==> src/rtl/muldiv_unit.sv <==
// Iterative multiply/divide unit for MIPS MULT/MULTU/DIV/DIVU.
// A single shared 2*WIDTH accumulator runs shift-add or restoring division, with a fixed latency.
module muldiv_unit #(
    parameter int WIDTH = 32,
    parameter int CNT_W = 6
) (
    input  logic                 clk,
    input  logic                 resetn,
    input  logic                 start_i,
    input  logic [1:0]           op_i,
    input  logic [WIDTH-1:0]     opdata1_i,
    input  logic [WIDTH-1:0]     opdata2_i,
    input  logic                 annul_i,
    output logic                 busy_o,
    output logic                 ready_o,
    output logic [2*WIDTH-1:0]   result_o,
    output logic                 div_by_zero_o
);

    // Handshake: a request is taken on a rising edge where the unit is IDLE, start_i=1 and annul_i=0.
    // ready_o is a one-cycle pulse with result_o valid. busy_o is high from accept through the ready cycle.
    typedef enum logic [1:0] {S_IDLE, S_RUN, S_FIX} state_t;

    state_t             state, state_nx;
    logic [CNT_W-1:0]   cnt;
    logic [2*WIDTH-1:0] acc;
    logic [WIDTH-1:0]   opb;
    logic               op_div, op_signed, sign1, sign2, dbz;

    logic               accept, last;
    logic [WIDTH-1:0]   abs1, abs2;
    logic [WIDTH:0]     mul_sum, div_shift, div_diff;
    logic [2*WIDTH-1:0] acc_step, fix_result;
    logic [WIDTH-1:0]   quo, rem, quo_fix, rem_fix;
    logic               neg;

    assign accept = (state == S_IDLE) && start_i && !annul_i;
    assign last   = (cnt == CNT_W'(WIDTH - 1));
    assign abs1   = (op_i[0] && opdata1_i[WIDTH-1]) ? -opdata1_i : opdata1_i;
    assign abs2   = (op_i[0] && opdata2_i[WIDTH-1]) ? -opdata2_i : opdata2_i;

    always_ff @(posedge clk) begin
        if (!resetn) state <= S_IDLE;
        else         state <= state_nx;
    end

    always_comb begin
        state_nx = state;
        case (state)
            S_IDLE: if (accept) state_nx = S_RUN;
            S_RUN: begin
                if (annul_i)   state_nx = S_IDLE;
                else if (last) state_nx = S_FIX;
            end
            S_FIX:   state_nx = S_IDLE;
            default: state_nx = S_IDLE;
        endcase
    end

    // One iteration: multiply keeps the multiplier in the low half and the partial product in the high half;
    // divide keeps {remainder, dividend/quotient} and shifts quotient bits in from the right.
    always_comb begin
        mul_sum   = {1'b0, acc[2*WIDTH-1:WIDTH]} + (acc[0] ? {1'b0, opb} : '0);
        div_shift = acc[2*WIDTH-1:WIDTH-1];
        div_diff  = div_shift - {1'b0, opb};
        if (op_div) begin
            if (div_diff[WIDTH]) acc_step = {div_shift[WIDTH-1:0], acc[WIDTH-2:0], 1'b0};
            else                 acc_step = {div_diff[WIDTH-1:0], acc[WIDTH-2:0], 1'b1};
        end else begin
            acc_step = {mul_sum, acc[WIDTH-1:1]};
        end
    end

    // Sign correction is applied to the final iteration's value so the result can be registered on entry to FIX.
    always_comb begin
        neg     = op_signed && (sign1 ^ sign2);
        quo     = acc_step[WIDTH-1:0];
        rem     = acc_step[2*WIDTH-1:WIDTH];
        quo_fix = dbz ? '1 : (neg ? -quo : quo);
        rem_fix = (op_signed && sign1) ? -rem : rem;
        if (op_div) fix_result = {rem_fix, quo_fix};
        else        fix_result = neg ? -acc_step : acc_step;
    end

    always_ff @(posedge clk) begin
        if (!resetn) begin
            busy_o        <= 1'b0;
            ready_o       <= 1'b0;
            result_o      <= '0;
            div_by_zero_o <= 1'b0;
            cnt           <= '0;
            acc           <= '0;
            opb           <= '0;
            op_div        <= 1'b0;
            op_signed     <= 1'b0;
            sign1         <= 1'b0;
            sign2         <= 1'b0;
            dbz           <= 1'b0;
        end else begin
            ready_o <= 1'b0;
            case (state)
                S_IDLE: begin
                    if (accept) begin
                        busy_o    <= 1'b1;
                        cnt       <= '0;
                        op_div    <= op_i[1];
                        op_signed <= op_i[0];
                        sign1     <= opdata1_i[WIDTH-1];
                        sign2     <= opdata2_i[WIDTH-1];
                        dbz       <= op_i[1] && (opdata2_i == '0);
                        acc       <= {{WIDTH{1'b0}}, abs1};
                        opb       <= abs2;
                    end
                end
                S_RUN: begin
                    if (annul_i) begin
                        busy_o <= 1'b0;
                    end else begin
                        acc <= acc_step;
                        cnt <= cnt + CNT_W'(1);
                        if (last) begin
                            result_o      <= fix_result;
                            div_by_zero_o <= dbz;
                            ready_o       <= 1'b1;
                        end
                    end
                end
                S_FIX:   busy_o <= 1'b0;
                default: busy_o <= 1'b0;
            endcase
        end
    end

endmodule
==> config.mk <==
export PLATFORM = sky130hd
export DESIGN_NAME = muldiv_unit
export DESIGN_NICKNAME = d
export VERILOG_FILES = /design/src/rtl/muldiv_unit.sv
export SDC_FILE = /design/constraint.sdc
export NUM_CORES = 1
export LEC_CHECK = 0
export ABC_AREA = 1
export ABC_CLOCK_PERIOD_IN_PS = 3400
export BUFFER_PORTS_ARGS = -buffer_cell sky130_fd_sc_hd__buf_2
export CAP_MARGIN = 20
export CORE_UTILIZATION = 40
export CTS_BUF_LIST = sky130_fd_sc_hd__clkbuf_4 sky130_fd_sc_hd__clkbuf_8
export CTS_CLUSTER_DIAMETER = 50
export DETAILED_ROUTE_END_ITERATION = 12
export PLACE_DENSITY = 0.7
export SYNTH_ARGS = -nofsm -noshare
export SYNTH_HDL_FRONTEND = slang
export SYNTH_SLANG_ARGS = --single-unit
==> constraint.sdc <==
create_clock -name clk -period 3.4 [get_ports clk]
set_input_delay 0 -clock clk [delete_from_list [all_inputs] [get_ports clk]]
set_output_delay 0 -clock clk [all_outputs]
set_load 0.02 [all_outputs]
==> metrics.txt, run 1 <==
post-route ant nets 0; cell depth of the worst hold path 4; total iterations of the first detailed-routing run 6; wire length per cell 17.5 um; Crit path max-delay family simple AND/OR/NAND/NOR gates; Yosys Warn Count 0; CTS H-Tree Depth 4; Reg2Reg Setup Slack -0.21 ns; buffer levels on the longest clock path 2; async set-reset flop share out of synthesis 0%; sum of routed wire length over all layers 69.9 mm; fill cell count 4,113; global-route congestion overflow total 0; starting density of the core 40.6%; Synth Flop Type sky130_fd_sc_hd__dfxtp_1; critical path fanouts, max 4; routability congestion estimate from global placement 1.05; Total Neg Setup Slack -2.78 ns; worst slew pin tran 0.863 ns; largest cells by area after synthesis sky130_fd_sc_hd__dfxtp_1, sky130_fd_sc_hd__nand2_1, sky130_fd_sc_hd__inv_1; endpoint kind of the worst setup timing path register; post-synthesis net count 3,053; sequential area share after synthesis 21.2%; count of flip-flops with a built-in enable after synthesis 0; core region area 0.0409 mm2; flip-flop and latch count after synthesis 176; wire length of the first global-routing pass 107 mm; number of buffer and inverter stages on the critical path 5; number of cells on the worst reg-to-reg path 33; CTS clk-pin slew, worst paths 0.11 ns; number of distinct standard cells referenced by the synthesized netlist 57; clock tree from TritonCTS done; Finish-stage setup viols 27; sequential cell fraction of total power 37.3%; leakage power figure 11.9 nW; area post-placement 0.0204 mm2; post-synthesis cell count 2,912; Hold Violations, Final 0; least setup slack across all paths after layout -0.211 ns; maximum clock frequency 277 MHz; Layout area overhead 36.7%; switching share of power 38.2%; insertion delay of the later-clocked pin in the worst-skew pair 0.52 ns; via count of the first global-routing pass 19,600; data required time of the worst path 3.84 ns; setup repair after global routing missed its margin yes; Total GRT Usage 32.5%; number of primary I/O pins 137; P_sw 2.23 mW; crit path kind reg -> reg; port bufs 136; Critical Path Max Stage Delay 0.36 ns; total number of clock tree sinks 176; max capacitance violation total 0; fin nets 3,581; worst-path cell with the longest stage delay sky130_fd_sc_hd__fa_2; Num CTS Buffers 17; root buffer cell sky130_fd_sc_hd__clkbuf_8; library cell occupying the most area in the post-synthesis netlist sky130_fd_sc_hd__dfxtp_1; total power per unit cell area 257 mW/mm2; combinational power share 35.8%; period utilization 106%; worst min-delay path category in -> reg; violated checks setup timing; routed vias 21,300; initial antenna violation count 3; final design area excluding fillers 0.0227 mm2; fraction of final layout cells with drive strength greater than 1 23.9%; Slew headroom 42.4%; number of vias per cell 5.36; drt initial violations 2,187; count of unresolved DRC violations after routing 0; Worst IR Drop VDD 280 uV; Avg Inst Size Synth 5.71 um2; post-layout min period 3.61 ns; final worst clock skew 0.0175 ns; cell repeated most along the worst path sky130_fd_sc_hd__nand2_2; die width 206 um; result of the run finished with violations; Critical Path Stages 33; startpoint kind of the worst setup timing path register; height of the chip 206 um; Synth Cell Area 0.0166 mm2; fin. max-slew vios 0; pin count of the biggest net entering global routing 99; site row count 74; data arrival time at the worst-slack endpoint 4.05 ns; proportion of netlist area held by the largest area contributor 21.2%; detailed placement HPWL 52.5 mm; Int Pwr 3.60 mW; die area 0.0424 mm2; Clock Power Share 26.9%
-- flip-flops by register name, summed over array words and instances (netlist names), 2 cells and up --
signal	flops
state	2
acc	64
cnt	6
opb	32
result_o	64
-- layout by cell type (no fill, tap or decap), types with 6 or more instances in the layout --
cell	netlist	final
sky130_fd_sc_hd__ha_4	0	18
sky130_fd_sc_hd__inv_2	10	15
sky130_fd_sc_hd__dlygate4sd3_1	0	93
sky130_fd_sc_hd__a221oi_1	18	18
sky130_fd_sc_hd__inv_1	397	390
sky130_fd_sc_hd__o21ai_0	191	184
sky130_fd_sc_hd__ha_1	69	50
sky130_fd_sc_hd__a21oi_2	3	15
sky130_fd_sc_hd__buf_2	10	136
sky130_fd_sc_hd__nand4_1	17	17
sky130_fd_sc_hd__nor2_1	313	279
sky130_fd_sc_hd__a21oi_1	213	201
sky130_fd_sc_hd__nand3b_1	26	26
sky130_fd_sc_hd__o21ai_2	3	6
sky130_fd_sc_hd__xor2_1	42	42
sky130_fd_sc_hd__dfxtp_2	0	25
sky130_fd_sc_hd__buf_12	0	6
sky130_fd_sc_hd__nand2_2	23	65
sky130_fd_sc_hd__o211ai_1	18	18
sky130_fd_sc_hd__xnor2_1	27	26
sky130_fd_sc_hd__nand3_1	190	169
sky130_fd_sc_hd__a31oi_1	17	17
sky130_fd_sc_hd__dfxtp_1	176	149
sky130_fd_sc_hd__o221ai_1	16	16
sky130_fd_sc_hd__clkbuf_8	0	17
sky130_fd_sc_hd__nor2_2	14	26
sky130_fd_sc_hd__o21ai_1	13	17
sky130_fd_sc_hd__nor2_4	4	26
sky130_fd_sc_hd__nand3_2	4	23
sky130_fd_sc_hd__o21bai_1	10	10
sky130_fd_sc_hd__a21o_1	8	8
sky130_fd_sc_hd__nand2_4	5	15
sky130_fd_sc_hd__buf_4	6	374
sky130_fd_sc_hd__nor3_1	38	34
sky130_fd_sc_hd__nor4_1	12	10
sky130_fd_sc_hd__or2_2	13	13
sky130_fd_sc_hd__nand2_1	874	821
-- cells by family (layout without fill, tap and decap cells) --
| logic type | Yosys count | count (layout) | share of synthesized area [%] |
|---|---|---|---|
| AND/OR/NAND/NOR | 1547 | 1547 | 39.4 |
| AO/OA/AOI/OAI | 533 | 533 | 18.1 |
| buffers and inverters | 515 | 1055 | 12.2 |
| flip-flops | 176 | 176 | 21.2 |
| adder cells (fa/ha/maj) | 71 | 71 | 5.43 |
| XOR/XNOR | 69 | 69 | 3.64 |
| multiplexers | 1 | 1 | 0.0602 |
| other | 0 | 1 | 0 |
-- cells in the mapped netlist (3+ instances only) --
master                     instances
sky130_fd_sc_hd__nand2_1         874
sky130_fd_sc_hd__inv_1           397
sky130_fd_sc_hd__nor2_1          313
sky130_fd_sc_hd__a21oi_1         213
sky130_fd_sc_hd__o21ai_0         191
sky130_fd_sc_hd__nand3_1         190
sky130_fd_sc_hd__dfxtp_1         176
sky130_fd_sc_hd__clkbuf_1         71
sky130_fd_sc_hd__ha_1             69
sky130_fd_sc_hd__xor2_1           42
sky130_fd_sc_hd__nor3_1           38
sky130_fd_sc_hd__xnor2_1          27
sky130_fd_sc_hd__nand3b_1         26
sky130_fd_sc_hd__nand2_2          23
sky130_fd_sc_hd__a221oi_1         18
sky130_fd_sc_hd__o211ai_1         18
sky130_fd_sc_hd__a31oi_1          17
sky130_fd_sc_hd__nand4_1          17
sky130_fd_sc_hd__o221ai_1         16
sky130_fd_sc_hd__nor2_2           14
sky130_fd_sc_hd__o21ai_1          13
sky130_fd_sc_hd__or2_2            13
sky130_fd_sc_hd__nor4_1           12
sky130_fd_sc_hd__buf_1            11
sky130_fd_sc_hd__buf_2            10
sky130_fd_sc_hd__inv_2            10
sky130_fd_sc_hd__o21bai_1         10
sky130_fd_sc_hd__a21o_1            8
sky130_fd_sc_hd__buf_4             6
sky130_fd_sc_hd__buf_6             6
sky130_fd_sc_hd__a211oi_1          5
sky130_fd_sc_hd__nand2_4           5
sky130_fd_sc_hd__nand3_2           4
sky130_fd_sc_hd__nor2_4            4
sky130_fd_sc_hd__o21a_1            4
sky130_fd_sc_hd__or2_1             4
sky130_fd_sc_hd__a21oi_2           3
sky130_fd_sc_hd__and3_1            3
sky130_fd_sc_hd__clkinv_1          3
sky130_fd_sc_hd__nor3b_1           3
sky130_fd_sc_hd__o21ai_2           3
sky130_fd_sc_hd__o41ai_1           3
-- power groups by stage --
| stage | Sequential (mW) | Clock, mW | Combinational (mW) |
|---|---|---|---|
| global route | 2.19 | 1.66 | 2.27 |
| detailed placement | 2.22 | 0 | 1.80 |
| CTS | 2.17 | 1.58 | 1.93 |
| floorplan | 2.21 | 0 | 1.13 |
| global placement | 2.22 | 0 | 1.79 |
| finish | 2.18 | 1.57 | 2.09 |
-- routing by layer --
layer,track usage [%],part of all wire (%)
met3,6.26,8.4
met1,41.8,42
met4,14.8,4.9
met5,0,0.020
met2,52.4,45
-- metrics by stage --
| step | setup WS [ns] | total power, mW | hold WS (ns) | util, % | cells |
|---|---|---|---|---|---|
| final | -0.211 | 5.83 | 0.0725 | 55.5 | 3985 |
| after CTS | -0.171 | 5.69 | 0.0414 | 53.9 | 3970 |
| after floorplan | -0.108 | 3.34 | 0.135 | - | 2912 |
| after global placement | -0.239 | 4.01 | 0.269 | 49.8 | 3838 |
| after global routing | -0.453 | 6.11 | 0.110 | 55.5 | 3985 |
| after detailed placement | -0.284 | 4.02 | 0.280 | 49.8 | 3838 |
-- path summary, 6_finish.rpt --
kind / start / end
worst max-delay path: acc[31] / result_o[48]
worst min-delay path: opdata2_i[13] / opb[13]
worst max register to register: acc[31] / result_o[48]
worst min register to register: cnt[2] / cnt[2]
-- layout make-up --
| cell class | count | area [um2] | area share, % |
|---|---|---|---|
| Inverter | 410 | 1540 | 6.79 |
| Timing Repair Buffer | 614 | 4620 | 20.3 |
| Sequential cell | 176 | 3560 | 15.7 |
| Clock buffer | 18 | 241 | 1.06 |
| Multi-Input combinational cell | 2221 | 11900 | 52.5 |
| Clock inverter | 13 | 151 | 0.666 |
| Antenna cell | 1 | 2.50 | 0.0110 |
| Tap cell | 532 | 666 | 2.93 |
-- tightest hold or removal path: cells and delay by family --
family	cells	cell delay, ns
AOI/OAI and AO/OA	2	0.37
buffers and inverters	2	0.18
-- repair_timing --
| item | in CTS | in global routing |
|---|---|---|
| gates cloned | 0 | 3 |
| pin swaps | 24 | 25 |
| endpoints found under the hold margin | 72 | 0 |
| setup buffers | 8 | 11 |
| setup endpoints to repair | 30 | 38 |
| gates resized for setup | 73 | 140 |
| hold buffers | 93 | 0 |
(Power assumes the default switching activity.)
==> run 2: changes to the inputs <==
- BUFFER_PORTS_ARGS: -buffer_cell sky130_fd_sc_hd__buf_2 -> unset
- DONT_BUFFER_PORTS: unset -> 1
- PLACE_DENSITY: 0.7 -> 0.67
- SLEW_MARGIN: unset -> 20
==> metrics.txt, run 2 (synthesis results as in run 1) <==
least setup slack across all paths after layout -0.272 ns (-0.0608 ns); total power per unit cell area 255 mW/mm2 (-0.76%); fraction of final layout cells with drive strength greater than 1 23.6% (-0.30 points); height of the chip 206 um (unchanged); fraction of the core area covered by cells at the end of the flow 57.6% (+2.0 points); worst min-delay path category in -> reg; post-placement setup slack -0.372 ns (-0.0881 ns); Design Power 6.00 mW (+2.9%); CTS H-Tree Depth 4 (unchanged); fin nets 3,603 (+0.61%); number of vias per cell 5.42 (+1.3%); period utilization 108% (+1.8 points); initial antenna violation count 0 (-3); Crit path max-delay family simple AND/OR/NAND/NOR gates; routability congestion estimate from global placement 1.05 (-0.48%); max capacitance violation total 0 (unchanged); Setup crit start opb[13]; leakage power figure 11.9 nW (+0.16%); critical path fanouts, max 6 (+2); maximum clock frequency 272 MHz (-1.7%); root buffer cell sky130_fd_sc_hd__clkbuf_8; endpoint kind of the worst setup timing path register; result of the run finished with violations; violated checks hold timing, setup timing; CP Capture Point result_o[46]; buffer levels on the longest clock path 2 (unchanged); launching point of the worst reg2reg path opb[13]; Worst IR Drop VDD 401 uV (+43%); worst-path cell with the longest stage delay sky130_fd_sc_hd__dfxtp_1; drt initial violations 1,986 (-9.2%); CTS clk-pin slew, worst paths 0.11 ns (about the same); die area 0.0424 mm2 (unchanged); diode count 0 (-1); insertion delay of the later-clocked pin in the worst-skew pair 0.54 ns (+0.02 ns); Top Registers acc x64, result_o x64, opb x32; port bufs 0 (-100%); routed vias 21,700 (+1.8%); site row count 74 (unchanged); total iterations of the first detailed-routing run 6 (unchanged); Finish-stage setup viols 30 (+11%); post-layout min period 3.67 ns (+0.0608 ns); Total GRT Usage 35.9% (+3.4 points); final worst clock skew 0.0263 ns (+0.00880 ns); capture instance of the worst register-to-register path result_o[46]; Num CTS Buffers 17 (unchanged); crit path kind reg -> reg; setup repair after global routing missed its margin yes; number of cells on the worst reg-to-reg path 32 (-3.0%); fin. max-slew vios 0 (unchanged); leading cell types in the layout, fill and taps excluded sky130_fd_sc_hd__nand2_1, sky130_fd_sc_hd__buf_4, sky130_fd_sc_hd__inv_1, sky130_fd_sc_hd__nor2_1, sky130_fd_sc_hd__a21oi_1; wire length of the first global-routing pass 116 mm (+8.9%); number of primary I/O pins 137 (unchanged); startpoint kind of the worst setup timing path register; Reg2Reg Setup Slack -0.27 ns (-0.06 ns); Layout area overhead 41.8%; wire length per cell 19.3 um (+10%); Hold Violations, Final 1 (+1); post-route ant nets 0 (unchanged); die width 206 um (unchanged); number of buffer and inverter stages on the critical path 5 (unchanged); Total Neg Setup Slack -4.45 ns (-1.67 ns); count of unresolved DRC violations after routing 0 (unchanged); Critical Path Stages 32 (-3.0%); data required time of the worst path 3.85 ns (about the same); clock tree from TritonCTS done; total number of clock tree sinks 176 (unchanged); via count of the first global-routing pass 20,600 (+4.8%); pin count of the biggest net entering global routing 94 (-5.1%); data arrival time at the worst-slack endpoint 4.12 ns (+0.07 ns); core region area 0.0409 mm2 (unchanged); detailed placement HPWL 59.0 mm (+12%); worst slew pin tran 1.10 ns (+0.237 ns); global-route congestion overflow total 0 (unchanged); starting density of the core 40.6% (unchanged); Critical Path Max Stage Delay 0.34 ns (-0.02 ns); sum of routed wire length over all layers 77.4 mm (+11%); most common cell after layout, fill and taps aside sky130_fd_sc_hd__nand2_1; Slew headroom 26.6% (-16 points); worst hold-check slack -0.00464 ns (-0.0771 ns)
==> run 2: per-layer routing <==
| layer | GRT usage, % | vias to the layer above | share of wire, % |
|---|---|---|---|
| met2 | 57.6 | 919 | 45 |
| met5 | 0 | - | 0 |
| met4 | 13.0 | 0 | 3.7 |
| met3 | 6.97 | 136 | 8.6 |
| met1 | 47.5 | 10200 | 43 |
| li1 | - | 10500 | - |
==> run 2: timing repair <==
| action | CTS | global route |
|---|---|---|
| setup endpoints to repair | 32 | 45 |
| setup buffers | 13 | 29 |
| pin swaps | 22 | 46 |
| endpoints found under the hold margin | 129 | 15 |
| gates resized for setup | 56 | 238 |
| hold buffers | 162 | 1 |
==> run 2: report_power, final <==
group / total (mW) / internal (mW) / switching [mW]
registers: 2.18 / 2.13 / 0.0460
clock network: 1.57 / 0.634 / 0.931
logic: 2.26 / 0.925 / 1.34
total: 6.00 / 3.69 / 2.31
==> run 2: worst min-delay path: cells and delay by family <==
kind	cells	cell delay, ns
xor gates and xnor gates	1	0.15
AOI/OAI and AO/OA	2	0.19
and+or+nand+nor	3	0.14
==> run 2: final cells by class <==
type,count,area (um2)
Multi-Input combinational cell,2221,12100
Clock inverter,12,128
Sequential cell,176,3550
Fill cell,4018,17400
Inverter,410,1550
Tap cell,532,666
Clock buffer,20,263
Timing Repair Buffer,636,5310
==> run 2: worst min path at each step <==
stage,startpoint,slack [ns],cells past startpoint,end
floorplan,op_i[0],0.13,2,op_signed
global placement,op_i[0],0.14,2,op_signed
detailed placement,resetn,0.14,2,opb[27]
CTS,resetn,-0.42,2,result_o[24]
global route,opdata1_i[2],0.05,4,acc[4]
finish,opdata1_i[20],-0.005,6,acc[22]
==> run 2: stage by stage <==
step / cell area [um2] / instances
5_1_grt: 23600 / 4007
2_1_floorplan: 16700 / 2912
4_1_cts: 22500 / 3978
3_3_place_gp: 20200 / 3771
3_5_place_dp: 20200 / 3771
6_report: 23600 / 4007
